[src/rtl/hazard_ctrl.sv]
// Pipeline hazard controller: forwarding, load-use interlock, branch flush and
// memory-wait freeze with a timeout fault. HAZARD_PERF_EN adds stall/redirect counters.
module hazard_fwd #(
  parameter int REG_W = 5
) (
  input  logic [REG_W-1:0] rs,
  input  logic [REG_W-1:0] rd_m,
  input  logic [REG_W-1:0] rd_w,
  input  logic             regwrite_m,
  input  logic             regwrite_w,
  output logic [1:0]       fwd
);
  always_comb begin
    fwd = 2'b00;
    if (regwrite_w && (rd_w != '0) && (rd_w == rs)) fwd = 2'b01;
    // M is the younger producer, so it overrides W
    if (regwrite_m && (rd_m != '0) && (rd_m == rs)) fwd = 2'b10;
  end
endmodule

module hazard_ctrl #(
  parameter int REG_W       = 5,
  parameter int MEM_TIMEOUT = 64
) (
  input  logic             clk,
  input  logic             rst_n,
  input  logic [REG_W-1:0] Rs1D,
  input  logic [REG_W-1:0] Rs2D,
  input  logic [REG_W-1:0] Rs1E,
  input  logic [REG_W-1:0] Rs2E,
  input  logic [REG_W-1:0] RdE,
  input  logic [REG_W-1:0] RdM,
  input  logic [REG_W-1:0] RdW,
  input  logic             MemReadE,
  input  logic             RegWriteM,
  input  logic             RegWriteW,
  input  logic             PCSrcE,
  input  logic             dmem_reqM,
  input  logic             dmem_readyM,
  output logic             StallF,
  output logic             StallD,
  output logic             StallE,
  output logic             StallM,
  output logic             FlushD,
  output logic             FlushE,
  output logic             FlushW,
  output logic             RedirectF,
  output logic [1:0]       ForwardAE,
  output logic [1:0]       ForwardBE,
  output logic             fault_o,
  output logic [31:0]      perf_stall_cycles,
  output logic [31:0]      perf_redirects
);
  localparam int CNT_W = (MEM_TIMEOUT > 0) ? $clog2(MEM_TIMEOUT + 1) : 1;
  localparam int NSRC  = 2;

  typedef enum logic [1:0] {RUN, MEM_WAIT, FAULT} state_t;

  state_t           state, state_nxt;
  logic [CNT_W-1:0] cnt, cnt_nxt;
  logic             timeout_hit, mem_hold, lw;

  logic [NSRC-1:0][REG_W-1:0] src_e;
  logic [NSRC-1:0][1:0]       fwd;

  assign src_e     = {Rs2E, Rs1E};
  assign ForwardAE = fwd[0];
  assign ForwardBE = fwd[1];

  for (genvar i = 0; i < NSRC; i++) begin : g_fwd
    hazard_fwd #(.REG_W(REG_W)) u_fwd (
      .rs(src_e[i]), .rd_m(RdM), .rd_w(RdW),
      .regwrite_m(RegWriteM), .regwrite_w(RegWriteW), .fwd(fwd[i])
    );
  end

  // cnt holds the number of not-ready cycles already completed in this wait
  assign timeout_hit = (MEM_TIMEOUT != 0) && (cnt == CNT_W'(MEM_TIMEOUT));

  always_ff @(posedge clk or negedge rst_n) begin
    if (!rst_n) begin
      state <= RUN;
      cnt   <= '0;
    end else begin
      state <= state_nxt;
      cnt   <= cnt_nxt;
    end
  end

  always_comb begin
    state_nxt = state;
    cnt_nxt   = cnt;
    case (state)
      RUN: if (dmem_reqM && !dmem_readyM) begin
        state_nxt = MEM_WAIT;
        cnt_nxt   = CNT_W'(1);
      end
      MEM_WAIT: begin
        if (dmem_readyM) begin
          state_nxt = RUN;
          cnt_nxt   = '0;
        end else if (timeout_hit) begin
          state_nxt = FAULT;
        end else if (cnt != '1) begin
          cnt_nxt = cnt + CNT_W'(1);
        end
      end
      FAULT:   state_nxt = FAULT;
      default: state_nxt = RUN;
    endcase
  end

  assign mem_hold = (state == FAULT) || (dmem_reqM && !dmem_readyM);
  assign lw       = MemReadE && (RdE != '0) && ((RdE == Rs1D) || (RdE == Rs2D));
  assign fault_o  = (state == FAULT);

  always_comb begin
    StallF = 1'b0; StallD = 1'b0; StallE = 1'b0; StallM = 1'b0;
    FlushD = 1'b0; FlushE = 1'b0; FlushW = 1'b0; RedirectF = 1'b0;
    if (mem_hold) begin
      {StallF, StallD, StallE, StallM, FlushW} = '1;
    end else if (PCSrcE) begin
      // wrong-path instruction in D makes any load-use match irrelevant
      {FlushD, FlushE, RedirectF} = '1;
    end else if (lw) begin
      {StallF, StallD, FlushE} = '1;
    end
  end

`ifdef HAZARD_PERF_EN
  always_ff @(posedge clk or negedge rst_n) begin
    if (!rst_n) begin
      perf_stall_cycles <= '0;
      perf_redirects    <= '0;
    end else begin
      if (StallF && (perf_stall_cycles != '1)) perf_stall_cycles <= perf_stall_cycles + 32'd1;
      if (RedirectF && (perf_redirects != '1)) perf_redirects <= perf_redirects + 32'd1;
    end
  end
`else
  assign perf_stall_cycles = '0;
  assign perf_redirects    = '0;
`endif
endmodule

[config.mk]
export PLATFORM = sky130hd
export DESIGN_NAME = hazard_ctrl
export DESIGN_NICKNAME = d
export VERILOG_FILES = /design/src/rtl/hazard_ctrl.sv
export SDC_FILE = /design/constraint.sdc
export NUM_CORES = 1
export LEC_CHECK = 0
export CAP_MARGIN = 15
export CORE_ASPECT_RATIO = 1.5
export CORE_MARGIN = 2
export CORE_UTILIZATION = 36
export CTS_CLUSTER_DIAMETER = 50
export DETAILED_ROUTE_END_ITERATION = 10
export PLACE_DENSITY = 0.87
export SKIP_LAST_GASP = 1
export SLEW_MARGIN = 20
export SYNTH_ARGS = -nofsm -noshare
export SYNTH_HDL_FRONTEND = slang
export SYNTH_SLANG_ARGS = --single-unit
export TNS_END_PERCENT = 5
[constraint.sdc]
create_clock -name clk -period 2.99 [get_ports clk]
set_input_delay 0.7475 -clock clk [delete_from_list [all_inputs] [get_ports clk]]
set_output_delay 0.7475 -clock clk [all_outputs]
set_load 0.03 [all_outputs]
# Yosys cells after proc, flatten, opt, wreduce, memory -nomap -nowiden
# Index checks and enable logic that the tools add are counted.
op_classes:
  addsub: 1
  shifts: 0
  n_reduce_logical: 19
  mul: 0
  n_div: 0
  magnitude_cmp: 0
  bitwise_logic: 0
  mux: 21
  eq_ne: 14
op_table:
  columns: ["op", "count"]
  rows:
  - ["5-bit equality test", 6]
  - ["7-bit two-way mux", 4]
  - ["5-bit nonzero test", 3]
  - ["7-bit case mux with 2 select lines", 1]
  - ["1-bit two-way mux", 10]
  - ["2-bit two-way mux", 5]
  - ["1-bit logical AND", 9]
  - ["3-bit != test (second input constant)", 3]
  - ["7-bit by 1-bit adder with 7-bit output (second input constant)", 1]
  - ["7-bit equality test (second input constant)", 1]
  - ["7-bit != test (second input constant)", 1]
  - ["2-bit case mux with 3 select lines", 1]
  - ["4-bit AND reduction", 1]
  - ["2-bit by 1-bit equality test with 1-bit output (second input constant)", 1]
  - ["2-bit equality test (second input constant)", 1]
  - ["2-bit zero test", 1]
  - ["1-bit logical OR", 2]
  - ["2-bit != test (second input constant)", 1]
  - ["2-bit AND reduction", 1]
  - ["2-bit nonzero test", 1]
  - ["1-bit zero test", 1]
word_totals:
  ram_bits: 0
  input_bits: 43
  elab_cells: 57
  out_inout_bits: 77
  latch_bits: 0
  register_bits: 9
  rom_bits: 0
  n_memories: 0

# Depth between registers and ports, before layout
depth:
  ltp_word: 6
  mapped_depth: 6
  depth_no_buf: 6

# Cells and area by module
# From an unflattened synthesis, not the netlist that was laid out.
hier_totals:
  hier_cells: 185
  hier_area_um2: 1493.9
by_module_without_submodules:
  columns: ["module", "area_each_um2", "cells_per_inst", "n_inst", "seq_area_each_um2"]
  rows:
  - ["hazard_ctrl", 1191.1, 145, 1, 225.2]
  - ["hazard_fwd", 151.4, 20, 2, 0.0]

# Worst setup path after synthesis
# No wires, ideal clock.
synth_path:
  kind: "input to output"
  from: "in RdM[4]"
  to: "out ForwardAE[0]"
  path_slack_ns: -0.140
  stages: 4
  n_path_buf: 0
  arrival_time_ns: 2.382
  required_ns: 2.243
  cell_sequence: "xnor2_1 > nand3_1 > nor4_1 > nor4_2"
synth_between:
  elab_chain_cells: 4
  elab_cells_between_ends: 5
  classes_between: "eq/ne (1); mux (1); reduce/logical (3)"
synth_lines:
  columns: ["element", "line", "text"]
  rows:
  - ["from (decl)", "32", "input logic [REG_W-1:0] RdM,"]
  - ["5-bit nonzero test", "17", "if (regwrite_m && (rd_m != '0) && (rd_m == rs)) fwd = 2'b10;"]
  - ["1-bit logical AND", "17", null]
  - ["1-bit logical AND *", "17", null]
  - ["2-bit two-way mux *", "17", null]
  - ["to (decl)", "48", "output logic [1:0] ForwardAE,"]
# Mark *: on every way between the ends. The rest lies on a longest branch, timed or not.

# Worst setup path after layout
layout_path:
  from: "in RdM[1]"
  to: "out ForwardAE[0]"
# The elaborated chain is that of the path after synthesis.

==> results <==
[metal layers]
metal / vias up / part of all wire, % / track usage, % / wire (um)
met5: - / 0 / 0 / 0
li1: 600 / - / - / -
met4: 0 / 2.0 / 5.476 / 70
met1: 598 / 32 / 13.01 / 1104
met3: 7 / 11 / 1.713 / 368
met2: 97 / 56 / 29.77 / 1949
[final cells by class]
class / count / area, um^2 / area share (%)
clock buffers: 4 / 45.04 / 2.290
inverters: 5 / 18.77 / 0.9542
multi-input cells: 157 / 1023 / 52.04
flip-flops and latches: 9 / 225.2 / 11.45
well taps: 45 / 56.30 / 2.863
repair buffers: 67 / 598.1 / 30.41
[worst min path at each step]
stage,start,endpoint,slack [ns],cells after the start
floorplan,state[1],state[0],0.44,1
global placement,state[1],state[0],0.47,1
detailed placement,state[1],state[0],0.49,1
CTS,state[1],state[0],0.50,1
global route,state[1],state[0],0.53,1
finish,state[1],state[0],0.50,1
[cells in the final DEF (no fill, tap or decap), types with 3 or more instances in the layout]
master            n
dfrtp_1           9
clkbuf_8          3
inv_1             5
nand3_1           6
xnor2_1          12
clkdlybuf4s50_1  26
nand2_1           7
dlygate4sd2_1    14
xor2_1           18
conb_1           64
nor2_1            7
or4_1             5
nor4_2            3
buf_4            24
[what timing repair did]
action                                  4_1_cts  5_1_grt
endpoints found under the hold margin         0        0
setup buffers                                 0        1
gates resized for setup                      25        3
endpoints found under the setup margin        7        7
pin swaps                                    10        5
[power breakdown]
part / internal [uW] / switching (uW)
Clock: 93.0 / 49.5
Sequential: 131 / 13.9
Combinational: 107 / 197
Total: 331 / 260
[sequential cells by signal, summed over array words and instances, names as in the netlist]
name   count
cnt        7
state      2
[cells by family after synthesis]
logic type,count (synthesis)
DFF,9
muxes,1
other,1
AOI/OAI and AO/OA,19
xor gates and xnor gates,30
buffers and inverters,74
and+or+nand+nor,41
adders and majority gates,2
[metrics by stage]
stage	area, um^2	worst slack, ns	setup TNS, ns	utilization, %	hold slack, ns
floorplan	1725	-0.1398	-0.3747	-	0.4380
global placement	1877	-0.1765	-0.5216	47.41	0.4739
detailed placement	1877	-0.2019	-0.8169	47.41	0.4931
CTS	1953	-0.01014	-0.02412	49.34	0.5006
global route	1967	-0.07598	-0.1923	49.68	0.5280
finish	1967	0.002782	0	49.68	0.5041
==> results.md <==
* Seq cells post-synth at 9
* Number of enable-type register cells in the synthesized netlist at 0
* Placed cell count at 283
* Reg-to-reg critical path startpoint: cnt[0]
* Unrepaired setup endpoints after global routing: true
* Post-synthesis adder-cell area fraction at 1.681%
* Post-layout power at 591.5 uW
* Library cell with the highest instance count after synthesis: buf_4
* Flip-flop cell with the highest count after synthesis: dfrtp_1
* Launching element of the worst setup path: RdM[1]
* Most numerous cell types in the synthesized netlist: 68 x buf_4, 18 x xor2_1, 12 x xnor2_1
* Critical setup path kind: input pin to output port
* Share of final-layout standard cells stronger than drive strength 1 at 18.60%
* Number of buffer and inverter instances along the worst setup path at 2
* Area growth, synth to finish at 32.10%
* Number of remaining DRC errors at 0
* Worst r2r dst: cnt[0]
* NumNets Final at 288
* Unique masters post-synth at 38
* Category of the worst setup path capture point: output port
* FILL cells at 377
* Largest net degree at the start of global routing at 11
* Routability Congestion at 0.8326
* Number of DRC markers in iteration 0 at 45
* Cell depth of the worst flop-to-flop path at 6
* Number of antenna repair diodes at 0
* CP startpoint kind: input pin
* Cell accounting for the most synthesized area: buf_4
* Worst Skew at 0.003959 ns
* Compound-gate portion of the synthesized area at 11.85%
* Reg-to-reg slack, setup at 1.17 ns
* Number of H-tree branching levels at 1
* Period Utilization, post-route at 99.91%
* Total via count after detailed routing at 1302
* Largest buffer count on any clock path at 2
* Critical-path top delay cell: or4_4
* Clock Pin Slew Worst Setup and Hold Paths at 0.04 ns
* Number of instances in the synthesized netlist at 177
* Die Span X at 56.51 um
* Via count of the first global-routing pass at 1148
* Clock root cell: clkbuf_8
* Power per Cell Area at 300.7 nW/um^2
* Worst vdd ir at 281.4 uV
* Worst path cell trace: dlygate4sd2_1, or4_4, o21ai_4, nor4_4, nor4_2, buf_4
* Routed length per instance at 12.17 um
* Hold crit path type: flop to flop
* Number of search-and-repair iterations in the first detailed-routing pass at 4
* GR Util All Layers at 13.96%
* Netlist Area Pre-Place at 1489 um^2
* Number of antenna violations at the first check in global routing at 0
* Count of nets left with antenna violations after detail routing at 0
* End point of the critical path: ForwardAE[0]
* Max-capacitance violation count at 0
* Yosys warning total at 0
* Slew Limit Fails at 0
* Latest clock arrival within the worst-skew pair at 0.24 ns
* Final Non-Filler Cells at 287
* Async set or reset register ratio after synthesis at 100.0%
* Number of port buffers at 55
* TritonCTS sink count at 9
* Initial Util at 37.61%
* Total length of routed wires at 3492 um
* Worst EP required at 2.24 ns
* Xor and xnor area share after synthesis at 17.65%
* Achievable Freq at 0.3348 GHz
* Run status: finished clean
* Fraction of the yosys area taken by sequential cells at 15.13%
* Num rows at 28
* Multiplexer area fraction after synthesis at 1.008%
* Routed via count divided by cell count at 4.537
* Overall die area at 4677 um^2
* Hold Vio Cnt, Final at 0
* Wire length of the first global-routing pass at 5154 um
* Final setup vio count at 0
* CTS buffer count at 3
* Share of the synthesized area in the top cell type at 34.29%
* Post-synthesis average cell area at 8.412 um^2
* HPWL Detailed at 2937 um
* CP Depth at 6
* Largest family of logic cells by synthesized area: buffers and inverters
* Synthesized-area fraction occupied by and/or/nand/nor cells at 16.55%
* Worst EP arrival at 2.24 ns
* Final period demand of the worst path at 2.987 ns
* Hold bufs inserted after CTS at 0
* Cell types occupying the most area after synthesis: buf_4 34%, dfrtp_1 15%, xor2_1 11%, xnor2_1 7.1%, or4_1 3.0%
* I/O pin count at 120
* Cell family contributing the most delay on the critical path: simple AND/OR/NAND/NOR gates
* Floorplan die height at 82.77 um
* Crit-path max FO at 2
* Leak at 0.0009539 uW
* CTS tree: yes
* Crit-path max cell delay at 0.53 ns
* Total core area at 3959 um^2
* Global-route congestion overflow total at 0
No activity file was read; power rests on OpenSTA's default activity.
